**src/rtl/ex_div_ctrl.sv**
```systemverilog
// Radix-2 restoring 32-bit div/mod sequencer for EX; DIV_EARLY_OUT_EN enables a 1-cycle path for trivial quotients.
// Latency: 33 cycles from acceptance to DONE (1 cycle on early-out); zero added latency for non-div instructions.
// Backpressure: holds EX via es_ready_go while busy; result held in DONE until ms_allowin.
`timescale 1ns/1ps
module ex_div_ctrl (
    input  logic        clk,
    input  logic        resetn,
    input  logic        ex_valid,
    input  logic        div_req,
    input  logic [1:0]  div_op,
    input  logic [31:0] src1,
    input  logic [31:0] src2,
    input  logic        ms_allowin,
    input  logic        flush,
    output logic        es_ready_go,
    output logic [31:0] div_result,
    output logic        div_busy
);

    typedef enum logic [1:0] {S_IDLE, S_CALC, S_DONE} state_t;

    state_t      state_q, state_d;
    logic [31:0] dvd_q, dvd_d;     // dividend in, quotient bits shift in from the bottom
    logic [31:0] dvs_q, dvs_d;
    logic [31:0] rem_q, rem_d;
    logic [4:0]  cnt_q, cnt_d;
    logic        mod_q, mod_d;
    logic        s1neg_q, s1neg_d;
    logic        qneg_q, qneg_d;
    logic        dvz_q, dvz_d;
    logic [31:0] res_q, res_d;

    logic [31:0] abs1, abs2;
    logic [32:0] trial, diff;
    logic        qbit;
    logic [31:0] rem_nxt, quo_nxt, quo_fin, rem_fin;

    always_comb begin
        abs1    = (~div_op[1] & src1[31]) ? (~src1 + 32'd1) : src1;
        abs2    = (~div_op[1] & src2[31]) ? (~src2 + 32'd1) : src2;
        trial   = {rem_q, dvd_q[31]};
        diff    = trial - {1'b0, dvs_q};
        qbit    = ~diff[32];
        rem_nxt = qbit ? diff[31:0] : trial[31:0];
        quo_nxt = {dvd_q[30:0], qbit};
        // Zero divisor bypasses quotient sign correction; the remainder naturally returns src1.
        quo_fin = dvz_q ? 32'hFFFF_FFFF : (qneg_q ? (~quo_nxt + 32'd1) : quo_nxt);
        rem_fin = s1neg_q ? (~rem_nxt + 32'd1) : rem_nxt;

        state_d = state_q;
        dvd_d   = dvd_q;
        dvs_d   = dvs_q;
        rem_d   = rem_q;
        cnt_d   = cnt_q;
        mod_d   = mod_q;
        s1neg_d = s1neg_q;
        qneg_d  = qneg_q;
        dvz_d   = dvz_q;
        res_d   = res_q;

        case (state_q)
            S_IDLE: begin
                if (ex_valid & div_req & ~flush) begin
                    dvd_d   = abs1;
                    dvs_d   = abs2;
                    rem_d   = 32'd0;
                    cnt_d   = 5'd0;
                    mod_d   = div_op[0];
                    s1neg_d = ~div_op[1] & src1[31];
                    qneg_d  = ~div_op[1] & (src1[31] ^ src2[31]);
                    dvz_d   = (src2 == 32'd0);
                    state_d = S_CALC;
`ifdef DIV_EARLY_OUT_EN
                    if ((src2 == 32'd0) || (abs1 < abs2)) begin
                        state_d = S_DONE;
                        res_d   = div_op[0] ? src1 : ((src2 == 32'd0) ? 32'hFFFF_FFFF : 32'd0);
                    end
`endif
                end
            end
            S_CALC: begin
                dvd_d = quo_nxt;
                rem_d = rem_nxt;
                cnt_d = cnt_q + 5'd1;
                if (cnt_q == 5'd31) begin
                    state_d = S_DONE;
                    res_d   = mod_q ? rem_fin : quo_fin;
                end
            end
            S_DONE: begin
                if (ms_allowin) state_d = S_IDLE;
            end
            default: state_d = S_IDLE;
        endcase

        if (flush) begin
            state_d = S_IDLE;
            res_d   = res_q;
        end
    end

    always_ff @(posedge clk or negedge resetn) begin
        if (!resetn) begin
            state_q <= S_IDLE;
            dvd_q   <= 32'd0;
            dvs_q   <= 32'd0;
            rem_q   <= 32'd0;
            cnt_q   <= 5'd0;
            mod_q   <= 1'b0;
            s1neg_q <= 1'b0;
            qneg_q  <= 1'b0;
            dvz_q   <= 1'b0;
            res_q   <= 32'd0;
        end else begin
            state_q <= state_d;
            dvd_q   <= dvd_d;
            dvs_q   <= dvs_d;
            rem_q   <= rem_d;
            cnt_q   <= cnt_d;
            mod_q   <= mod_d;
            s1neg_q <= s1neg_d;
            qneg_q  <= qneg_d;
            dvz_q   <= dvz_d;
            res_q   <= res_d;
        end
    end

    always_comb begin
        case (state_q)
            S_IDLE:  es_ready_go = ~(ex_valid & div_req);
            S_CALC:  es_ready_go = 1'b0;
            S_DONE:  es_ready_go = 1'b1;
            default: es_ready_go = 1'b0;
        endcase
    end

    assign div_result = res_q;
    assign div_busy   = (state_q != S_IDLE);

endmodule

```
**config.mk**
```make
export PLATFORM = sky130hd
export DESIGN_NAME = ex_div_ctrl
export DESIGN_NICKNAME = d
export VERILOG_FILES = /design/src/rtl/ex_div_ctrl.sv
export SDC_FILE = /design/constraint.sdc
export NUM_CORES = 1
export LEC_CHECK = 0
export BUFFER_PORTS_ARGS = -buffer_cell sky130_fd_sc_hd__buf_2
export CORE_MARGIN = 4
export CORE_UTILIZATION = 60
export CTS_CLUSTER_SIZE = 16
export DETAILED_ROUTE_END_ITERATION = 10
export PLACE_DENSITY_LB_ADDON = 0.2
export SETUP_SLACK_MARGIN = 0.5
export SLEW_MARGIN = 40
export SYNTH_ARGS = -nofsm -noshare
export SYNTH_HDL_FRONTEND = slang
export SYNTH_SLANG_ARGS = --single-unit
```
**constraint.sdc**
```tcl
create_clock -name clk -period 16.7 [get_ports clk]
set_input_delay 0 -clock clk [delete_from_list [all_inputs] [get_ports clk]]
set_output_delay 0 -clock clk [all_outputs]
set_load 0.005 [all_outputs]
```
==> results.txt <==
Nets: 1,630
Crit-path cells: inv_1, ha_1, inv_1, fa_1, a211oi_2, o211a_1, or3b_1, a211oi_2, or3_1, and2_4, inv_2, ha_1, nand2b_1, nand2b_1, or2_2, or2_2, or3_1, o21ai_0, xor2_1, nand2_1, a22o_1, a31o_2
DP Wirelength: 25.3 mm
# diodes: 0
Most common cell after layout, fill and taps aside: o21ai_0
Final setup vio count: 0
PortBufs: 105
Outcome: complete, no violations
Worst min-delay path class: primary input to register
Combinational fraction of design power: 63.9%
Top-area cell type share of the netlist area: 30.6%
Wire per inst: 20.3 µm
Row cnt: 50
DP Cell Count: 1,667
DR iter-0 viols: 1,141
Top_reg_cell synth: dfrtp_1
Seq/Total Area, Yosys: 30.6%
Root buffer cell: clkbuf_16
Pwr/cell area: 195 nW/µm²
Fin util: 70.9%
Worst r2r src: dvd_q[31]$_DFFE_PN0P_
WP buf/inv: 3
Vias: 11,600
Die area: 21,200 µm²
Hold_ws: 0.0137 ns
Final worst-path cycle share: 35.6%
Ratio of cells with drive above 1 in the final layout: 12.9%
CTS tree: built
Leakage: 5.83 nW
Post-route cell area: 13,300 µm²
Max Slew Vio Count: 0
Sw Share: 50.9%
Kind of critical path: register to register
Cell Area, Placed: 12,000 µm²
First-pass detailed-route iteration total: 6
Placement Setup Slack: 10.90 ns
Mapped Nets: 1,507
CP max stage delay: 0.47 ns
Io pins: 106
Max Fclk: 168 MHz
RSZ-0062 raised after global routing: no
Initial antenna violation count: 0
Slowest-stage cell, CP: or3_1
Post-CTS Setup Repair Bufs: 0
TritonCTS Buffers: 17
Global-route wire length before repair: 57.4 mm
Relative slew slack: 43.4%
Resize count post-CTS: 0
Total grt overflow: 0
Yosys warnings: 0
Non-Filler Instances: 1,766
Largest net degree at the start of global routing: 84
CTS sink cnt: 139
Final WL: 35.9 mm
Worst Skew: 0.0140 ns
Critical path data arrival time: 6.28 ns
Starting density of the core: 60.8%
Most frequent cells in the layout: o21ai_0, dfrtp_1, nand2_1
NetSw: 1.32 mW
Clock transition at path regs: 0.07 ns
Worst path required time: 17.02 ns
Clock power share: 15.4%
Flop pwr share: 20.7%
Vias per cell: 6.56
Minimum clock period: 5.95 ns
Reg2reg path depth: 22
Syn_area_per_cell: 8.15 µm²
Fin. Hold Viols: 0
Worst-path maximum fanout: 30
Number of remaining DRC errors: 0
Vias in the first global route: 10,900
Worst setup margin: 10.75 ns
CP Launch Point: dvd_q[31]$_DFFE_PN0P_
Area leader, netlist: dfrtp_1
Die W: 146 µm
Register-to-register setup slack: 10.75 ns
Asr flop ratio synth: 100%
Post-synth EDFFs: 0
Die Span Y: 146 µm
Layout area overhead: 16.5%
Post-cts hold buffer count: 67
Detail Route Antenna Nets: 0
Clock Latency Late Sink: 0.43 ns
Worst ir drop on vdd: 0.131 mV
Yosys cell types: 83
Max cap viols: 0
Core region area: 18,700 µm²
Family with the most delay on the worst path: simple AND/OR/NAND/NOR gates
Gr usage total: 33.2%
Mapped cell area: 11,400 µm²
Clk buf depth: 2
Top cells by area, synth: dfrtp_1, o21ai_0, xnor2_1, xor2_1, nand2_1
Synth Register Bits: 139
Htree depth: 4
Power Total: 2.59 mW
Worst Setup EP: div_result[30]$_DFFE_PN0P_
Pint: 1.27 mW
RePlAce Congestion: 0.978
Mapped Cells: 1,396
Slew @ Worst Pin: 0.828 ns
CP Launch Type: register
WP depth: 22
CP Capture Type: register
Total negative slack: 0 ns
R2r endpoint: div_result[30]$_DFFE_PN0P_
Yosys cell counts, drive strengths merged (13+ instances only):
library cell,instances
clkbuf,61
mux2i,34
nor2,82
a221oi,19
nand2,129
xor2,59
ha,38
xnor2,72
nor4,24
nand2b,13
nor3,28
dfrtp,139
o21ai,171
a21oi,82
inv,56
a21o,27
buf,21
o41ai,13
nand3,52
o31ai,24
a22oi,31
or3,26
a31oi,19
nand4,14
cell families after synthesis:
| logic type | synth area share, % |
|---|---|
| AO/OA/AOI/OAI | 26.0 |
| AND/OR/NAND/NOR | 19.7 |
| buffers and inverters | 5.14 |
| flip-flops | 30.6 |
| XOR/XNOR | 10.1 |
| multiplexers | 4.08 |
| adder cells (fa/ha/maj) | 4.36 |
layer usage:
metal,vias up,share of wire (%),GRT usage (%)
met2,587,46,53.1
li1,5377,-,-
met5,-,0,0
met4,0,3.9,12.3
met3,113,7.9,6.57
met1,5505,42,44.9
cell type report:
class                   count  area (µm²)
well taps                 234         293
multi-input cells        1118        7340
clock inverters            13         166
flip-flops and latches    139        3480
fillers                  1462        5450
inverters                  57         214
clock buffers              19         443
repair buffers            186        1310
sequential cells by signal, indices dropped and copies added, names as in the netlist:
signal and flops:
qneg_q 1, dvs_q 32, dvz_q 1, mod_q 1, s1neg_q 1, state_q 2
rem_q 32, dvd_q 32, cnt_q 5, div_result 32
power by group through the flow:
stage / combinational, mW / clock, mW / sequential (mW)
global route: 1.81 / 0.418 / 0.545
floorplan: 1.26 / 0 / 0.494
CTS: 1.62 / 0.400 / 0.531
detailed placement: 1.59 / 0 / 0.536
finish: 1.65 / 0.398 / 0.537
global placement: 1.57 / 0 / 0.534
worst min-delay path by stage:
stage	cells past startpoint	slack, ns	from	endpoint
after global routing	3	0.02	src1[22]	dvd_q[22]$_DFFE_PN0P_
after CTS	3	0.004	src1[22]	dvd_q[22]$_DFFE_PN0P_
after global placement	1	0.10	resetn	dvs_q[28]$_DFFE_PN0P_
final	3	0.01	src1[22]	dvd_q[22]$_DFFE_PN0P_
after floorplan	0	-0.30	resetn	cnt_q[0]$_DFFE_PN0P_
after detailed placement	1	0.11	resetn	dvs_q[30]$_DFFE_PN0P_
worst reg2reg max path, delay by kind of cell (launching register included):
| kind | cells | cell delay, ns |
|---|---|---|
| simple gates | 9 | 2.47 |
| compound gates | 6 | 1.32 |
| fa+ha+maj | 3 | 0.90 |
| buf+inv | 3 | 0.57 |
| flops | 1 | 0.40 |
| xor+xnor | 1 | 0.19 |
Note: power is estimated with default switching activity, not from simulation.
